[src/rtl/pg_addsub_pkg.sv]
// Shared types and constants for the serial propagate/generate adder/subtractor.
// State encoding, operation codes and chunk-count helpers.
package pg_addsub_pkg;

    typedef enum logic [1:0] {
        IDLE = 2'd0,
        RUN  = 2'd1,
        DONE = 2'd2
    } state_e;

    localparam logic OP_ADD = 1'b0;
    localparam logic OP_SUB = 1'b1;

    // Index width that stays legal (>=1 bit) even when a single chunk covers the operand.
    function automatic int idx_width(input int nchunk);
        return (nchunk > 1) ? $clog2(nchunk) : 1;
    endfunction

    localparam int DEF_N  = 16;
    localparam int DEF_W  = 4;
    localparam int NCHUNK = DEF_N / DEF_W;
    localparam int IDX_W  = idx_width(NCHUNK);

endpackage

[src/rtl/pg_lookahead_chunk.sv]
// Combinational W-bit carry-lookahead slice: every carry is a flat sum of products
// of the per-bit propagate/generate terms, so there is no ripple path inside the chunk.
module pg_lookahead_chunk #(
    parameter int W = 4
) (
    input  logic [W-1:0] a,
    input  logic [W-1:0] b,
    input  logic         cin,
    output logic [W-1:0] sum,
    output logic         cout,
    output logic         cmsb,
    output logic         gp,
    output logic         gg
);

    logic [W-1:0] p_s;
    logic [W-1:0] g_s;
    logic [W:0]   c_s;
    logic         grp_g_s;

    // Expand c[i+1] = g_i | p_i g_{i-1} | ... | p_i..p_0 cin directly.
    always_comb begin
        logic term_s;
        logic prod_s;
        p_s     = a ^ b;
        g_s     = a & b;
        c_s     = '0;
        c_s[0]  = cin;
        grp_g_s = 1'b0;
        for (int i = 0; i < W; i++) begin
            term_s = 1'b0;
            for (int j = 0; j <= i; j++) begin
                prod_s = g_s[j];
                for (int k = j + 1; k <= i; k++) begin
                    prod_s = prod_s & p_s[k];
                end
                term_s = term_s | prod_s;
            end
            prod_s = cin;
            for (int k = 0; k <= i; k++) begin
                prod_s = prod_s & p_s[k];
            end
            c_s[i+1] = term_s | prod_s;
            grp_g_s  = term_s;
        end
    end

    // Chunk results.
    always_comb begin
        sum  = p_s ^ c_s[W-1:0];
        cout = c_s[W];
        cmsb = c_s[W-1];
        gp   = &p_s;
        gg   = grp_g_s;
    end

endmodule

[src/rtl/pg_serial_addsub.sv]
// Multi-cycle N-bit adder/subtractor resolving W bits per cycle with one lookahead slice.
// Optional macro ADDSUB_SATURATE_EN: replace overflowing results with signed saturation.
module pg_serial_addsub
    import pg_addsub_pkg::*;
#(
    parameter int N = 16,
    parameter int W = 4
) (
    input  logic         clk,
    input  logic         rst,
    input  logic         in_valid,
    output logic         in_ready,
    input  logic [N-1:0] a,
    input  logic [N-1:0] b,
    input  logic         sub,
    output logic         out_valid,
    input  logic         out_ready,
    output logic [N-1:0] sum,
    output logic         cout,
    output logic         ovf
);

    localparam int CHUNKS = N / W;
    localparam int IDXW   = idx_width(CHUNKS);

    state_e          state_r, state_nxt_s;
    logic [N-1:0]    a_r, a_nxt_s;
    logic [N-1:0]    b_r, b_nxt_s;
    logic            carry_r, carry_nxt_s;
    logic [IDXW-1:0] idx_r, idx_nxt_s;
    logic [N-1:0]    acc_r, acc_nxt_s;
    logic [N-1:0]    sum_r, sum_nxt_s;
    logic            cout_r, cout_nxt_s;
    logic            ovf_r, ovf_nxt_s;
    logic            in_ready_r, in_ready_nxt_s;
    logic            out_valid_r, out_valid_nxt_s;

    logic [W-1:0]    a_ch_s;
    logic [W-1:0]    b_ch_s;
    logic [W-1:0]    ch_sum_s;
    logic            ch_cout_s;
    logic            ch_cmsb_s;
    logic            ch_gp_s;
    logic            ch_gg_s;
    logic [N-1:0]    acc_wr_s;
    logic            last_s;
    logic            ovf_s;

    // Select the active chunk of the latched operands by index.
    always_comb begin
        logic sel_s;
        a_ch_s = '0;
        b_ch_s = '0;
        for (int k = 0; k < CHUNKS; k++) begin
            sel_s  = (idx_r == IDXW'(k));
            a_ch_s = a_ch_s | (a_r[k*W +: W] & {W{sel_s}});
            b_ch_s = b_ch_s | (b_r[k*W +: W] & {W{sel_s}});
        end
    end

    pg_lookahead_chunk #(.W(W)) u_chunk (
        .a    (a_ch_s),
        .b    (b_ch_s),
        .cin  (carry_r),
        .sum  (ch_sum_s),
        .cout (ch_cout_s),
        .cmsb (ch_cmsb_s),
        .gp   (ch_gp_s),
        .gg   (ch_gg_s)
    );

    // Merge the freshly resolved chunk into the accumulator image.
    always_comb begin
        logic sel_s;
        acc_wr_s = acc_r;
        for (int k = 0; k < CHUNKS; k++) begin
            sel_s = (idx_r == IDXW'(k));
            acc_wr_s[k*W +: W] = sel_s ? ch_sum_s : acc_r[k*W +: W];
        end
        last_s = (idx_r == IDXW'(CHUNKS - 1));
        ovf_s  = ch_cmsb_s ^ ch_cout_s;
    end

    // Next-state and datapath update.
    always_comb begin
        state_nxt_s = state_r;
        a_nxt_s     = a_r;
        b_nxt_s     = b_r;
        carry_nxt_s = carry_r;
        idx_nxt_s   = idx_r;
        acc_nxt_s   = acc_r;
        sum_nxt_s   = sum_r;
        cout_nxt_s  = cout_r;
        ovf_nxt_s   = ovf_r;
        case (state_r)
            IDLE: begin
                if (in_valid) begin
                    a_nxt_s     = a;
                    b_nxt_s     = (sub == OP_SUB) ? ~b : b;
                    carry_nxt_s = sub;
                    idx_nxt_s   = '0;
                    acc_nxt_s   = '0;
                    state_nxt_s = RUN;
                end else begin
                    state_nxt_s = IDLE;
                end
            end
            RUN: begin
                acc_nxt_s   = acc_wr_s;
                // Group P/G give the chunk carry-out without waiting on the per-bit carries.
                carry_nxt_s = ch_gg_s | (ch_gp_s & carry_r);
                if (last_s) begin
                    idx_nxt_s   = '0;
                    cout_nxt_s  = ch_cout_s;
                    ovf_nxt_s   = ovf_s;
                    state_nxt_s = DONE;
`ifdef ADDSUB_SATURATE_EN
                    // Carry out set means both inputs were negative: clamp to most negative.
                    if (ovf_s) begin
                        sum_nxt_s = ch_cout_s ? {1'b1, {(N-1){1'b0}}} : {1'b0, {(N-1){1'b1}}};
                    end else begin
                        sum_nxt_s = acc_wr_s;
                    end
`else
                    sum_nxt_s   = acc_wr_s;
`endif
                end else begin
                    idx_nxt_s   = idx_r + IDXW'(1);
                    state_nxt_s = RUN;
                end
            end
            DONE: begin
                if (out_ready) begin
                    state_nxt_s = IDLE;
                end else begin
                    state_nxt_s = DONE;
                end
            end
            default: begin
                state_nxt_s = IDLE;
            end
        endcase
        in_ready_nxt_s  = (state_nxt_s == IDLE);
        out_valid_nxt_s = (state_nxt_s == DONE);
    end

    // State and output registers.
    always_ff @(posedge clk) begin
        if (rst) begin
            state_r     <= IDLE;
            a_r         <= '0;
            b_r         <= '0;
            carry_r     <= 1'b0;
            idx_r       <= '0;
            acc_r       <= '0;
            sum_r       <= '0;
            cout_r      <= 1'b0;
            ovf_r       <= 1'b0;
            in_ready_r  <= 1'b1;
            out_valid_r <= 1'b0;
        end else begin
            state_r     <= state_nxt_s;
            a_r         <= a_nxt_s;
            b_r         <= b_nxt_s;
            carry_r     <= carry_nxt_s;
            idx_r       <= idx_nxt_s;
            acc_r       <= acc_nxt_s;
            sum_r       <= sum_nxt_s;
            cout_r      <= cout_nxt_s;
            ovf_r       <= ovf_nxt_s;
            in_ready_r  <= in_ready_nxt_s;
            out_valid_r <= out_valid_nxt_s;
        end
    end

    assign in_ready  = in_ready_r;
    assign out_valid = out_valid_r;
    assign sum       = sum_r;
    assign cout      = cout_r;
    assign ovf       = ovf_r;

endmodule

[config.mk]
export PLATFORM = sky130hd
export DESIGN_NAME = pg_serial_addsub
export DESIGN_NICKNAME = d
export VERILOG_FILES = /design/src/rtl/pg_addsub_pkg.sv /design/src/rtl/pg_lookahead_chunk.sv /design/src/rtl/pg_serial_addsub.sv
export SDC_FILE = /design/constraint.sdc
export NUM_CORES = 1
export LEC_CHECK = 0
export ABC_AREA = 0
export CORE_MARGIN = 2
export CORE_UTILIZATION = 40
export CTS_BUF_LIST = sky130_fd_sc_hd__clkbuf_8
export DETAILED_ROUTE_END_ITERATION = 10
export SETUP_SLACK_MARGIN = 0.2
export SYNTH_ARGS = -nofsm -noshare
export SYNTH_HDL_FRONTEND = slang
export SYNTH_SLANG_ARGS = --single-unit
[constraint.sdc]
create_clock -name clk -period 7.1 [get_ports clk]
set_input_delay 1.42 -clock clk [delete_from_list [all_inputs] [get_ports clk]]
set_output_delay 1.42 -clock clk [all_outputs]
set_load 0.05 [all_outputs]
== Word level (Yosys, flattened, before mapping) ==
Index checks and enable logic that the tools add are counted.
Word-level totals
  bits in registers: 73
  input port bits: 37
  output and inout bits: 20
  word-level logic and storage cells: 84
Operators by class
  $add $sub $neg: 1
  equal/unequal tests: 7
  mux-type cells: 16
  bitwise gates (word level): 41
  reduce and logical (&&, ||, !) cells: 8
Operators with widths (number)
  4-bit bitwise AND: 9
  16-bit 2-to-1 mux: 2
  16-bit case mux with 2 select lines: 1
  4-bit OR: 6
  4-bit 2-to-1 mux: 4
  16-bit NOT: 1
  1-bit bitwise AND: 11
  1-bit OR: 11
  2-bit == test, second input constant: 4
  2-bit 2-to-1 mux: 4
  4-bit bitwise XOR: 2
  2-bit logical NOT: 3
  2-bit case mux with 3 select lines: 1
  2-bit AND reduction: 3
  2-bit by 1-bit == test with 1-bit output, second input constant: 2
  2-bit case mux with 2 select lines: 1
  4-bit AND reduction: 1
  2-bit by 1-bit adder with 2-bit output, second input constant: 1
  1-bit 2-to-1 mux: 2
  2-bit != test, second input constant: 1
  1-bit case mux with 2 select lines: 1
  2-bit nonzero test: 1
  1-bit bitwise XOR: 1

== Longest topological paths before layout ==
  word-level depth: 14
  gate-level depth with buffers: 11

== Modules after synthesis ==
From an unflattened synthesis, not the netlist that was laid out.
Second synthesis, totals
  cell total of the unflattened synthesis: 374
  area total of the unflattened synthesis: 3452.1 µm²
Modules (own cells, without submodules)
  pg_serial_addsub: instances 1, cells each 354, area an instance 3276.9 µm², sequential area each 1461.4 µm²
  pg_lookahead_chunk: instances 1, cells each 20, area an instance 175.2 µm², sequential area each 0.0 µm²

== Worst setup path after synthesis ==
No wires, ideal clock.
  path type: register -> register
  start point: register idx_r[0]
  end point: register acc_r[11]
  library setup time: 101 ps
  arrival time: 2470 ps
  required time: 6999 ps
  slack: 4529 ps
  stages on the path, launching flop included: 12
  buffers on the path: 2
  period minus slack after synthesis: 2571 ps
  cells stage by stage: dfxtp_1 > inv_1 > ha_1 > clkbuf_1 > clkbuf_1 > a22oi_1 > nand2_1 > ha_1 > ha_1 > o211ai_2 > a21boi_1 > o41ai_1
On the way
  word-level cells in the longest chain between the ends: 14
RTL lines
  start, declared: RTL line pg_serial_addsub.sv:30  | logic [IDXW-1:0] idx_r, idx_nxt_s;
  start signal, assigned: RTL line pg_serial_addsub.sv:166  | idx_r <= idx_nxt_s;
  2-bit by 1-bit == test with 1-bit output / 2-bit logical NOT (equally long branches): RTL line pg_serial_addsub.sv:55  | sel_s = (idx_r == IDXW'(k));
  4-bit bitwise AND, on equally long branches: RTL line pg_serial_addsub.sv:56, pg_serial_addsub.sv:57
  4-bit OR, on equally long branches (3 in series): RTL line pg_serial_addsub.sv:56, pg_serial_addsub.sv:57
  4-bit bitwise AND / 4-bit bitwise XOR (equally long branches): RTL line pg_lookahead_chunk.sv:26, pg_lookahead_chunk.sv:25
  1-bit bitwise AND (2 in series): RTL line pg_lookahead_chunk.sv:35  | prod_s = prod_s & p_s[k];
  1-bit OR (2 in series): RTL line pg_lookahead_chunk.sv:37  | term_s = term_s | prod_s;
  1-bit OR: RTL line pg_lookahead_chunk.sv:43  | c_s[i+1] = term_s | prod_s;
  4-bit bitwise XOR: RTL line pg_lookahead_chunk.sv:50  | sum = p_s ^ c_s[W-1:0];
  4-bit 2-to-1 mux *: RTL line pg_serial_addsub.sv:78  | acc_wr_s[k*W +: W] = sel_s ? ch_sum_s : acc_r[k*W +: W];
  16-bit case mux with 2 select lines *: RTL line pg_serial_addsub.sv:95  | case (state_r)
  end signal, assigned: RTL line pg_serial_addsub.sv:167  | acc_r <= acc_nxt_s;
  end, declared: RTL line pg_serial_addsub.sv:31  | logic [N-1:0] acc_r, acc_nxt_s;
Mark *: on every way between the ends. The rest lies on a longest branch, timed or not.
A chain may end at the register's enable or synchronous reset.

== Worst setup path after layout ==
Ends and elaborated chain as after synthesis.

==> results.rst <==
.. list-table::
   :header-rows: 1

   * - Metric
     - Value
   * - Result of the run
     - finished, final reports clean
   * - WL per Instance
     - 15.3 um
   * - Number of search-and-repair iterations in the first detailed-routing pass
     - 4
   * - Kind of start point of the critical path
     - register
   * - FP Rows
     - 33
   * - WL met3
     - 376 um
   * - Antenna diode count
     - 0
   * - Most used DFF post-synth
     - sky130_fd_sc_hd__dfxtp_1
   * - Worst supply voltage drop on vdd
     - 0.000121 V
   * - Worst Clk Skew
     - 0.00771 ns
   * - Wire length of the first global-routing pass
     - 13.6 mm
   * - Total Die Area
     - 9440 um^2
   * - Largest delay contributor family on the critical path
     - adder cells
   * - Net count, final
     - 463
   * - Post-detailed-route via-to-cell ratio
     - 5.34
   * - Cell Pwr Density
     - 211 nW/um^2
   * - Cells along the critical path
     - inv_1, ha_1, a22oi_1, and2_1, inv_1, ha_1, ha_1, o211ai_2, a21boi_1, o41ai_1
   * - Path type of the worst min-delay path
     - register to register
   * - Num CTS Buffers
     - 9
   * - Overall via count from detail_route
     - 2810
   * - Number of instances in the synthesized netlist
     - 379
   * - FILL cells
     - 795
   * - Number of nets in the synthesized netlist
     - 426
   * - Chip width
     - 97.2 um
   * - Final worst path period need
     - 3.19 ns
   * - Flops & latches, synth
     - 69
   * - Crit path capture type
     - register
   * - Max incr delay on CP
     - 0.74 ns
   * - Die Ht
     - 97.2 um
   * - Post-route core utilization
     - 50.5%
   * - Post CTS Setup Buffer Count
     - 0
   * - Clock transition at path regs
     - 0.08 ns
   * - # IOs
     - 57
   * - PostCTS Resize Cnt
     - 0
   * - Total global routing track utilization
     - 17.5%
   * - Setup-violating endpoint count in the final report
     - 0
   * - Maximum capacitance violations
     - 0
   * - Placeable core area
     - 8300 um^2
   * - Combinational share of power
     - 17.3%
   * - Count of nets left with antenna violations after detail routing
     - 0
   * - Register share of total power
     - 47.2%
   * - Cell with the most instances after synthesis
     - sky130_fd_sc_hd__dfxtp_1
   * - Most common library cells after synthesis
     - sky130_fd_sc_hd__dfxtp_1 (69), sky130_fd_sc_hd__nor2_1 (43), sky130_fd_sc_hd__nand2_1 (31)
   * - Buffers plus inverters on the worst setup path
     - 2
   * - Number of buffers between clock root and the deepest sink
     - 2
   * - Number of H-tree levels
     - 3
   * - Crit path kind
     - register to register
   * - Starting density of the core
     - 41.8%
   * - Startpoint of the tightest hold check path
     - sum[0]$_SDFFE_PP0P_
   * - Switching part of the total power
     - 27.7%
   * - Startpoint of the worst setup timing path
     - idx_r[0]$_SDFFE_PP0P_
   * - Number of flops mapped to enable cells by yosys
     - 0
   * - Initial antenna violation count
     - 0
   * - Post-synthesis cell type count
     - 46
   * - Register-to-register setup slack
     - 3.91 ns
   * - Critical path fanouts, max
     - 19
   * - DRT iter0 DRCs
     - 131
   * - Top Metal Used
     - met4
   * - Routed WL
     - 8.04 mm
   * - Number of max-slew violations in the final report
     - 0
   * - Root buffer cell
     - sky130_fd_sc_hd__clkbuf_8
   * - Share of final-layout standard cells stronger than drive strength 1
     - 8.79%
   * - Startpoint of the most critical register-to-register path
     - idx_r[0]$_SDFFE_PP0P_
   * - Number of hold violations in the final report
     - 0
   * - Fraction of registers with async set or reset after synthesis
     - 0%
   * - Clock tree from TritonCTS
     - yes
   * - Maximum frequency from static timing analysis
     - 0.313 GHz
   * - Leading post-synthesis cells by cell area
     - sky130_fd_sc_hd__dfxtp_1 (40%), sky130_fd_sc_hd__mux2i_1 (6.3%), sky130_fd_sc_hd__a211oi_2 (5.8%)
   * - Actual slew at the worst max-slew pin
     - 0.958 ns
   * - Area growth from synthesis to layout
     - 20.7%
   * - Met2 Wirelength
     - 3.69 mm
   * - Worst slew margin relative to its limit
     - 36.2%
   * - Switching power summed over all nets
     - 0.245 mW
   * - Sequential cell area fraction in the yosys report
     - 39.8%
   * - CP arrival
     - 3.43 ns
   * - RSZ-0062 raised after global routing
     - no
   * - Routability-driven placement congestion ratio
     - 0.743
   * - Critical-path top delay cell
     - sky130_fd_sc_hd__ha_1
   * - Average cell area after synthesis
     - 9.16 um^2
   * - Largest net degree at the start of global routing
     - 83
   * - Cell repeated most along the worst path
     - sky130_fd_sc_hd__ha_1
   * - Power Internal
     - 0.639 mW
   * - Library cell with the largest summed area after synthesis
     - sky130_fd_sc_hd__dfxtp_1
   * - Leakage
     - 1.54 nW
   * - Via count of the first global-routing pass
     - 2791
   * - Power after layout
     - 0.884 mW
   * - Residual DRC count
     - 0
   * - Number of warning messages in the yosys log
     - 0
   * - Clock share of power
     - 35.6%
   * - IO Port Bufs
     - 56
   * - GR Overflow Total
     - 0
   * - Latest clock arrival within the worst-skew pair
     - 0.34 ns
   * - Required time of the critical path
     - 7.34 ns
   * - Netlist Area Pre-Place
     - 3470 um^2
   * - Routed met1 length
     - 3.86 mm
   * - Clk sink count
     - 69
   * - Detailed Place HPWL
     - 5.25 mm
   * - Total Negative Setup Slacks
     - 0 ns
   * - Period utilization
     - 44.9%
   * - Post-CTS Hold Fix Bufs
     - 0
   * - Top cell type's share of synthesized area
     - 39.8%
## sequential cells by signal (all words and copies together) (netlist names)
register	count
a_r	16
acc_r	12
b_r	16
carry_r	1
cout	1
idx_r	2
in_ready	1
out_valid	1
ovf	1
state_r	2
sum	16
## final timing paths
path,depth (start not counted),end
min reg2reg,2,sum[0]$_SDFFE_PP0P_
max,10,acc_r[11]$_SDFFE_PP0P_
min,2,sum[0]$_SDFFE_PP0P_
max reg2reg,10,acc_r[11]$_SDFFE_PP0P_
## placed cells by master, fill, tap and decap left out, types with 3 or more instances in the layout
master,netlist,final
sky130_fd_sc_hd__o41ai_1,6,6
sky130_fd_sc_hd__a22oi_1,17,17
sky130_fd_sc_hd__ha_1,9,9
sky130_fd_sc_hd__a211oi_1,3,3
sky130_fd_sc_hd__o21ai_0,13,13
sky130_fd_sc_hd__xnor2_1,17,17
sky130_fd_sc_hd__nor2_1,43,43
sky130_fd_sc_hd__nor3b_1,4,4
sky130_fd_sc_hd__a21oi_1,23,23
sky130_fd_sc_hd__o221ai_1,3,3
sky130_fd_sc_hd__inv_1,11,13
sky130_fd_sc_hd__dfxtp_1,69,69
sky130_fd_sc_hd__o211ai_1,8,8
sky130_fd_sc_hd__clkdlybuf4s50_1,0,55
sky130_fd_sc_hd__nand2_1,31,31
sky130_fd_sc_hd__nand4b_1,3,3
sky130_fd_sc_hd__o2111ai_1,3,3
sky130_fd_sc_hd__a211oi_2,16,16
sky130_fd_sc_hd__mux2i_1,22,22
sky130_fd_sc_hd__a311oi_1,4,4
sky130_fd_sc_hd__clkbuf_8,0,10
sky130_fd_sc_hd__nand3_1,7,7
sky130_fd_sc_hd__nor2b_1,11,11
## layout make-up
class / count / area [um^2] / share of cell area [%]
clock buffers: 10 / 138 / 3.29
flip-flops and latches: 69 / 1380 / 33.0
repair buffers: 58 / 571 / 13.6
clock inverters: 6 / 55.1 / 1.31
multi-input cells: 267 / 1870 / 44.7
inverters: 11 / 41.3 / 0.986
well taps: 105 / 131 / 3.14
## worst reg2reg max path, cell delays in order, from the launching register on
cell                       delay [ns]
sky130_fd_sc_hd__dfxtp_1         0.34
sky130_fd_sc_hd__inv_1           0.11
sky130_fd_sc_hd__ha_1            0.74
sky130_fd_sc_hd__a22oi_1         0.17
sky130_fd_sc_hd__and2_1          0.26
sky130_fd_sc_hd__inv_1           0.07
sky130_fd_sc_hd__ha_1            0.25
sky130_fd_sc_hd__ha_1            0.23
sky130_fd_sc_hd__o211ai_2        0.36
sky130_fd_sc_hd__a21boi_1        0.21
sky130_fd_sc_hd__o41ai_1         0.37
## routing by layer
| metal | global-route usage (%) | up-vias |
|---|---|---|
| met1 | 23.5 | 1307 |
| met5 | 0 | - |
| met3 | 3.53 | 11 |
| li1 | - | 1429 |
| met2 | 28.2 | 63 |
| met4 | 5.96 | 0 |
## power groups by stage
stage	Clock, mW	Sequential [mW]	Combinational (mW)
finish	0.314	0.417	0.153
global route	0.336	0.419	0.169
CTS	0.324	0.417	0.153
detailed placement	0	0.426	0.152
global placement	0	0.425	0.150
floorplan	0	0.423	0.111
## logic make-up after synthesis
family | synth area share, %
AOI/OAI and AO/OA | 23.7
DFF | 39.8
adders and majority gates | 3.82
xor gates and xnor gates | 4.29
and+or+nand+nor | 15.7
buffers and inverters | 6.31
muxes | 6.34
## stage by stage
step / setup WS (ns) / hold slack, ns / instance area, um^2 / cells
after detailed placement: 3.88 / 0.445 / 4000 / 510
after CTS: 3.90 / 0.455 / 4190 / 526
after global placement: 3.92 / 0.443 / 4000 / 510
after global routing: 3.58 / 0.487 / 4190 / 526
final: 3.91 / 0.453 / 4190 / 526
after floorplan: 4.53 / 0.450 / 3470 / 379
Note: power is estimated with default switching activity, not from simulation.
